File: config.mk
export PLATFORM = sky130hd
export DESIGN_NAME = beat_timer
export DESIGN_NICKNAME = d
export VERILOG_FILES = /design/src/rtl/cpu_timing_pkg.sv /design/src/rtl/qd_sync.sv /design/src/rtl/beat_timer.sv
export SDC_FILE = /design/constraint.sdc
export NUM_CORES = 1
export LEC_CHECK = 0
export CAP_MARGIN = 20
export CORE_UTILIZATION = 38
export DETAILED_ROUTE_END_ITERATION = 8
export GPL_TIMING_DRIVEN = 0
export PLACE_DENSITY = 0.73
export SLEW_MARGIN = 25
export SYNTH_ARGS = -nofsm -noshare
export SYNTH_HDL_FRONTEND = slang
export SYNTH_SLANG_ARGS = --single-unit
File: constraint.sdc
create_clock -name T3 -period 1.6 [get_ports T3]
set_input_delay 0.32 -clock T3 [delete_from_list [all_inputs] [get_ports T3]]
set_output_delay 0.32 -clock T3 [all_outputs]
set_load 0.05 [all_outputs]
File: src/rtl/cpu_timing_pkg.sv
// Shared timing definitions for the beat generator and the hardwired controller:
// run/halt state, one-hot beat encodings and the default cycle-counter width.
package cpu_timing_pkg;

    typedef enum logic {
        ST_HALT = 1'b0,
        ST_RUN  = 1'b1
    } state_t;

    localparam logic [2:0] W_NONE = 3'b000;
    localparam logic [2:0] W_1    = 3'b001;
    localparam logic [2:0] W_2    = 3'b010;
    localparam logic [2:0] W_3    = 3'b100;

    localparam int CNT_W_DEFAULT = 16;

endpackage

File: src/rtl/qd_sync.sv
// Console QD button synchroniser into the T3 domain with a rising-edge detector;
// emits a one-T3 start pulse per new press.
module qd_sync #(
    parameter int SYNC_STAGES = 2
) (
    input  logic T3,
    input  logic CLR,
    input  logic QD,
    output logic start
);

    logic [SYNC_STAGES-1:0] sync_r;
    logic                   prev_r;

    // Synchroniser chain plus one delayed copy of its output for edge detection
    always_ff @(posedge T3) begin
        if (!CLR) begin
            sync_r <= {SYNC_STAGES{1'b0}};
            prev_r <= 1'b0;
        end else begin
            sync_r <= {sync_r[SYNC_STAGES-2:0], QD};
            prev_r <= sync_r[SYNC_STAGES-1];
        end
    end

    assign start = sync_r[SYNC_STAGES-1] & ~prev_r;

endmodule

File: src/rtl/beat_timer.sv
// Machine-cycle beat generator W[3:1] with run/halt control and cycle counter.
// Optional macro CYCLE_LIMIT_EN: halt when the completed-cycle count reaches CYC_LIMIT.
module beat_timer
    import cpu_timing_pkg::*;
#(
    parameter int CNT_W       = CNT_W_DEFAULT,
    parameter int SYNC_STAGES = 2
) (
    input  logic             T3,
    input  logic             CLR,
    input  logic             QD,
    input  logic             STEP,
    input  logic             SHORT,
    input  logic             LONG,
    input  logic             STOP,
    input  logic [CNT_W-1:0] CYC_LIMIT,
    output logic [2:0]       W,
    output logic             RUN,
    output logic             CYC_END,
    output logic [CNT_W-1:0] CYC_CNT
);

    state_t           state_r;
    logic             start_s;
    logic             cyc_end_s;
    logic             limit_hit_s;
    logic             halt_req_s;
    logic [CNT_W-1:0] cnt_inc_s;

    qd_sync #(
        .SYNC_STAGES(SYNC_STAGES)
    ) u_qd_sync (
        .T3   (T3),
        .CLR  (CLR),
        .QD   (QD),
        .start(start_s)
    );

    assign cnt_inc_s = CYC_CNT + {{(CNT_W-1){1'b0}}, 1'b1};

`ifdef CYCLE_LIMIT_EN
    assign limit_hit_s = (CYC_LIMIT != {CNT_W{1'b0}}) && (cnt_inc_s == CYC_LIMIT);
`else
    logic unused_cyc_limit_s;
    assign unused_cyc_limit_s = ^CYC_LIMIT;
    assign limit_hit_s        = 1'b0;
`endif

    assign halt_req_s = STOP | STEP | limit_hit_s;

    // The controller's SHORT/LONG answer within the current beat decides whether it is the last
    always_comb begin
        cyc_end_s = 1'b0;
        if (state_r == ST_RUN) begin
            case (W)
                W_1:     cyc_end_s = SHORT;
                W_2:     cyc_end_s = ~LONG;
                W_3:     cyc_end_s = 1'b1;
                default: cyc_end_s = 1'b0;
            endcase
        end else begin
            cyc_end_s = 1'b0;
        end
    end

    assign CYC_END = cyc_end_s;

    // Run/halt state machine, beat register and completed-cycle counter
    always_ff @(posedge T3) begin
        if (!CLR) begin
            state_r <= ST_HALT;
            W       <= W_NONE;
            RUN     <= 1'b0;
            CYC_CNT <= {CNT_W{1'b0}};
        end else begin
            case (state_r)
                ST_HALT: begin
                    if (start_s) begin
                        state_r <= ST_RUN;
                        W       <= W_1;
                        RUN     <= 1'b1;
                    end else begin
                        W       <= W_NONE;
                        RUN     <= 1'b0;
                    end
                end
                ST_RUN: begin
                    if (cyc_end_s) begin
                        CYC_CNT <= cnt_inc_s;
                        if (halt_req_s) begin
                            state_r <= ST_HALT;
                            W       <= W_NONE;
                            RUN     <= 1'b0;
                        end else begin
                            W       <= W_1;
                            RUN     <= 1'b1;
                        end
                    end else begin
                        case (W)
                            W_1:     W <= W_2;
                            W_2:     W <= W_3;
                            default: begin
                                // Corrupt beat encoding: drop to a safe halt
                                state_r <= ST_HALT;
                                W       <= W_NONE;
                                RUN     <= 1'b0;
                            end
                        endcase
                    end
                end
                default: begin
                    state_r <= ST_HALT;
                    W       <= W_NONE;
                    RUN     <= 1'b0;
                end
            endcase
        end
    end

endmodule

# Word level (Yosys, flattened, before mapping)
# Index checks and enable logic that the tools add are counted.
# totals
regBits,24
latchBits,0
mem_bits_rw,0
mem_bits_ro,0
input_bits,23
out_inout_bits,21
wordCells,33
memories,0
# op_classes
addsub,1
n_mul,0
n_div,0
n_lt_le_gt_ge,0
n_eq_ne,4
shifts,0
mux,15
n_bitwise,5
n_reduce_logical,2
# op_table
cell,n
16-bit by 1-bit adder with 16-bit output (second input constant),1
3-bit case mux with 2 select lines,2
1-bit two-way mux,9
1-bit case mux with 2 select lines,2
3-bit by 1-bit equality test with 1-bit output (second input constant),1
3-bit by 2-bit equality test with 1-bit output (second input constant),1
3-bit equality test (second input constant),1
3-bit two-way mux,1
3-bit inequality test (second input constant),1
1-bit NOT,3
1-bit case mux with 3 select lines,1
2-bit AND reduction,1
2-bit OR reduction,1
1-bit bitwise AND,1
1-bit bitwise OR,1

# Depth between registers and ports, before layout
# logic_depth
depth_word,5
mapped_depth,7
mapped_depth_nobuf,5

# Hierarchy
# Synthesis repeated with hierarchy kept, for this count alone.
# hier_totals
cells_unflattened,120
area_unflattened_um2,1111.1
# by_module_without_submodules
module,instances,cells_per_inst,area_per_inst_um2,seq_area_each_um2
beat_timer,1,113,1018.5,420.4
qd_sync,1,7,92.6,60.1

# Worst setup path before layout
# Ideal clock, no wire load.
# synth_timing
path_kind,reg2out
startpoint,register W[1]
endpoint,output port CYC_END
t_arrival_ns,1.834
required_time_ns,1.280
path_slack_ns,-0.554
stages_incl_launch_ff,6
n_path_buf,2
cell_sequence,dfxtp_1 and4bb_2 o31ai_1 buf_6 buf_4 inv_1
# synth_between
elab_chain_len,3
elab_cells_between_ends,5
cone_classes,3 x eq/ne; 2 x mux
# synth_lines
item,line_no,source
"start, declared",beat_timer.sv:17,"output logic [2:0] W,"
"start signal, assigned",beat_timer.sv:72,W <= W_NONE;
"start signal, assigned",beat_timer.sv:80,W <= W_1;
"start signal, assigned",beat_timer.sv:83,W <= W_NONE;
3-bit equality test (tied with other cells),beat_timer.sv:55,case (W)
1-bit case mux with 3 select lines (*),beat_timer.sv:55,
1-bit two-way mux (*),beat_timer.sv:54,if (state_r == ST_RUN) begin
"end, declared",beat_timer.sv:19,"output logic CYC_END,"
# Mark *: on every way between the ends. The rest lies on a longest branch, timed or not.

# Worst setup path after layout
# layout_timing
startpoint,register W[0]
endpoint,output port CYC_END
# The elaborated chain is that of the path after synthesis.

==> summary.txt <==
Power and ir drop
  – PwrDens: 564.5 nW/um^2
  – Internal: 703.6 uW
  – Max VDD drop: 0.4166 mV
  – Net Sw Power: 209.7 uW
  – Flop pwr share: 64.7%
  – Clock network power share: 29.7%
  – Combinational cell fraction of total power: 5.6%
  – Sw frac: 22.96%
  – Leak: 0.6088 nW
  – Total power: 913.3 uW

Clock network
  – Htree depth: 1
  – Root Buffer: clkbuf_4
  – Hold Buf Count CTS: 0
  – Clk buf depth: 2
  – Clock Pin Slew Worst Setup and Hold Paths: 0.12 ns
  – CTS tree: yes
  – Clk Latency, worst-skew pair: 0.32 ns
  – Num CTS Buffers: 3
  – CTS sink cnt: 24

Route
  – Detailed Routing Iterations Pass 1: 4
  – Drt total wl: 2663 um
  – Drc violations: 0
  – Vias: 1088
  – Iter 0 DRT Violations: 33
  – Via density: 5.726
  – Mean routed wirelength per cell: 14.02 um
  – Antenna Nets Post-Route: 0

Layout
  – Ant diodes: 0
  – Final #Nets: 184
  – Area grow syn2layout: 46.10%
  – Layout fillers: 257
  – Layout cells sized above 1: 31.45%

Die
  – Die area: 3134 um^2
  – Starting Density: 40.15%
  – Row cnt: 19
  – Boundary Pins: 44
  – Core area: 2758 um^2
  – Die height: 55.98 um
  – Die W: 55.98 um

Timing
  – Rel. slew slack: 64.50%
  – Final setup margin: -0.4711 ns
  – FMAX: 482.8 MHz
  – Fin crit share: 129.4%
  – Time the worst path needs with I/O delays and setup: 2.071 ns
  – Worst hold margin: 0.4523 ns
  – Final setup viols: 20
  – RSZ-0062 raised after global routing: true
  – Final TNS setup: -4.550 ns
  – Slew @ Worst Pin: 0.5325 ns
  – Fin. max-slew vios: 0
  – Hold Vio Cnt, Final: 0
  – Skew final: 0.008884 ns

Critical path
  – Crit path DAT: 1.75 ns
  – Crit-path max FO: 8
  – Slowest library cell on the worst path: dfxtp_4
  – Largest stage delay on the critical path: 0.36 ns
  – CP endpoint: CYC_END
  – Worst-path cell chain: buf_6 -> and4bb_2 -> o31ai_4 -> buf_6 -> buf_8 -> clkinvlp_4 -> buf_8
  – Worst R2R Path Depth: 8
  – Crit path kind: reg2out
  – Reg-to-Reg End: CYC_CNT[7]
  – FF-to-FF Start: W[0]
  – CP Capture Type: primary output
  – CP Launch Point: W[0]
  – Reg2reg setup slack: -0.35 ns
  – Type of origin of the critical path: flip-flop
  – Worst EP required: 1.28 ns

Global routing
  – Total track usage: 16.45%
  – Total gr overflow: 0
  – Vias in the first global route: 979
  – Largest net degree at the start of global routing: 14
  – First-pass GRT wire length: 4195 um
  – Initial antenna violation count: 0

Outcome
  – Failing checks: negative setup slack
  – Status: finished with violations

Place
  – Final GP Congestion: 0.8162
  – I/O Buffers: 27
  – Hpwl dp: 1861 um

Logic synthesis
  – Post-synthesis sequential area ratio: 43.39%
  – Ys flop type: dfxtp_1
  – Yosys reg bits: 24
  – Warnings from Yosys: 0
  – Most common cell in the netlist: dfxtp_1
  – Asr flop ratio synth: 0%
  – Synth top area cells: dfxtp_1 43%, a21oi_1 5.9%, o31ai_1 4.7%, or3_1 4.5%, o21ai_0 4.1%
  – Post-synth top cells: 24 x dfxtp_1, 13 x a21oi_1, 9 x o21ai_0
  – Post-Syn Nets: 145
  – Synth unique cells: 32
  – Syn Inst Count: 121
  – Netlist Area Pre-Place: 1107 um^2
  – Share of the synthesized area in the top cell type: 43.39%
  – Avg Cell Area, Syn: 9.151 um^2
  – Dominant cell type by area after synthesis: dfxtp_1
  – Post-synth EDFFs: 0

Hold path
  – Hold Crit Class: reg2reg

Run
  – Total of max-cap violations: 0
## through the flow
step	util, %	worst slack [ns]	cells	area, um^2
after floorplan	-	-0.1880	121	1176
after global placement	53.86	-1.092	179	1485
after detailed placement	53.86	-1.163	179	1485
after CTS	55.26	-0.4915	184	1524
after global routing	58.67	-0.5433	190	1618
final	58.67	-0.4711	190	1618
## placed cells by master (no fill, tap or decap), types with 3 or more instances in the layout
master           instances
dlygate4sd2_1           11
dfxtp_1                 10
dfxtp_4                  9
o21ai_0                  9
a21oi_1                  9
or3_1                    7
nand4_1                  6
clkdlybuf4s50_1          6
clkdlybuf4s15_1          6
dfxtp_2                  5
o31ai_1                  5
clkbuf_2                 5
nand3_1                  5
buf_4                    5
buf_6                    4
and2_1                   4
inv_1                    4
a21oi_2                  4
or4_1                    3
nand2_1                  3
clkbuf_4                 3
## worst min-delay path by stage
stage,startpoint,endpoint,cells after the start
2_1_floorplan,u_qd_sync.sync_r[0],u_qd_sync.sync_r[1],1
3_3_place_gp,u_qd_sync.sync_r[0],u_qd_sync.sync_r[1],1
3_5_place_dp,u_qd_sync.sync_r[0],u_qd_sync.sync_r[1],1
4_1_cts,u_qd_sync.sync_r[0],u_qd_sync.sync_r[1],1
5_1_grt,u_qd_sync.sync_r[0],u_qd_sync.sync_r[1],1
6_report,u_qd_sync.sync_r[0],u_qd_sync.sync_r[1],1
## layout make-up
| type | count | area (um^2) | share of cell area (%) |
|---|---|---|---|
| Multi-Input combinational cell | 85 | 648.1 | 40.06 |
| Sequential cell | 24 | 520.5 | 32.17 |
| Timing Repair Buffer | 34 | 306.5 | 18.95 |
| Buffer | 7 | 55.05 | 3.403 |
| Tap cell | 31 | 38.79 | 2.398 |
| Clock buffer | 3 | 22.52 | 1.392 |
| Inverter | 5 | 22.52 | 1.392 |
| Clock inverter | 1 | 3.754 | 0.2320 |
## repair_timing
action | CTS | global route
gates cloned | 0 | 1
setup buffers | 1 | 5
pin swaps | 5 | 7
gates resized for setup | 33 | 23
endpoints found under the setup margin | 39 | 27
## metal layers
metal  track usage [%]  up-vias  routed length (um)
met5                 0        -                   0
met4             5.923        0                  44
met1             18.91      512                1157
met3             2.558        6                 127
li1                  -      532                   -
met2             30.44       38                1334
## power by group through the flow
stage	Clock, mW	Sequential (mW)	Combinational (mW)
final	0.271	0.591	0.0515
after global routing	0.304	0.592	0.0544
after CTS	0.281	0.591	0.0501
after detailed placement	0	0.604	0.0471
after global placement	0	0.604	0.0465
after floorplan	0	0.609	0.0169
## critical path: cells and delay by family (launching register included)
kind                   cells  cell delay [ns]
buffers and inverters      5             0.59
DFF                        1             0.36
and+or+nand+nor            1             0.25
AOI/OAI and AO/OA          1             0.24
## cells by family after synthesis
family | count (synthesis) | synth area share, %
xor+xnor | 2 | 1.582
compound gates | 34 | 18.53
flops | 24 | 43.39
mux | 1 | 0.9040
fa+ha+maj | 1 | 1.130
buf+inv | 12 | 5.763
simple gates | 47 | 28.70
## flip-flops by register name (all words and copies together) (netlist names)
| signal | flops |
|---|---|
| state_r | 1 |
| RUN | 1 |
| CYC_CNT | 16 |
| u_qd_sync.prev_r | 1 |
| W | 3 |
| u_qd_sync.sync_r | 2 |
No activity file was read; power rests on OpenSTA's default activity.
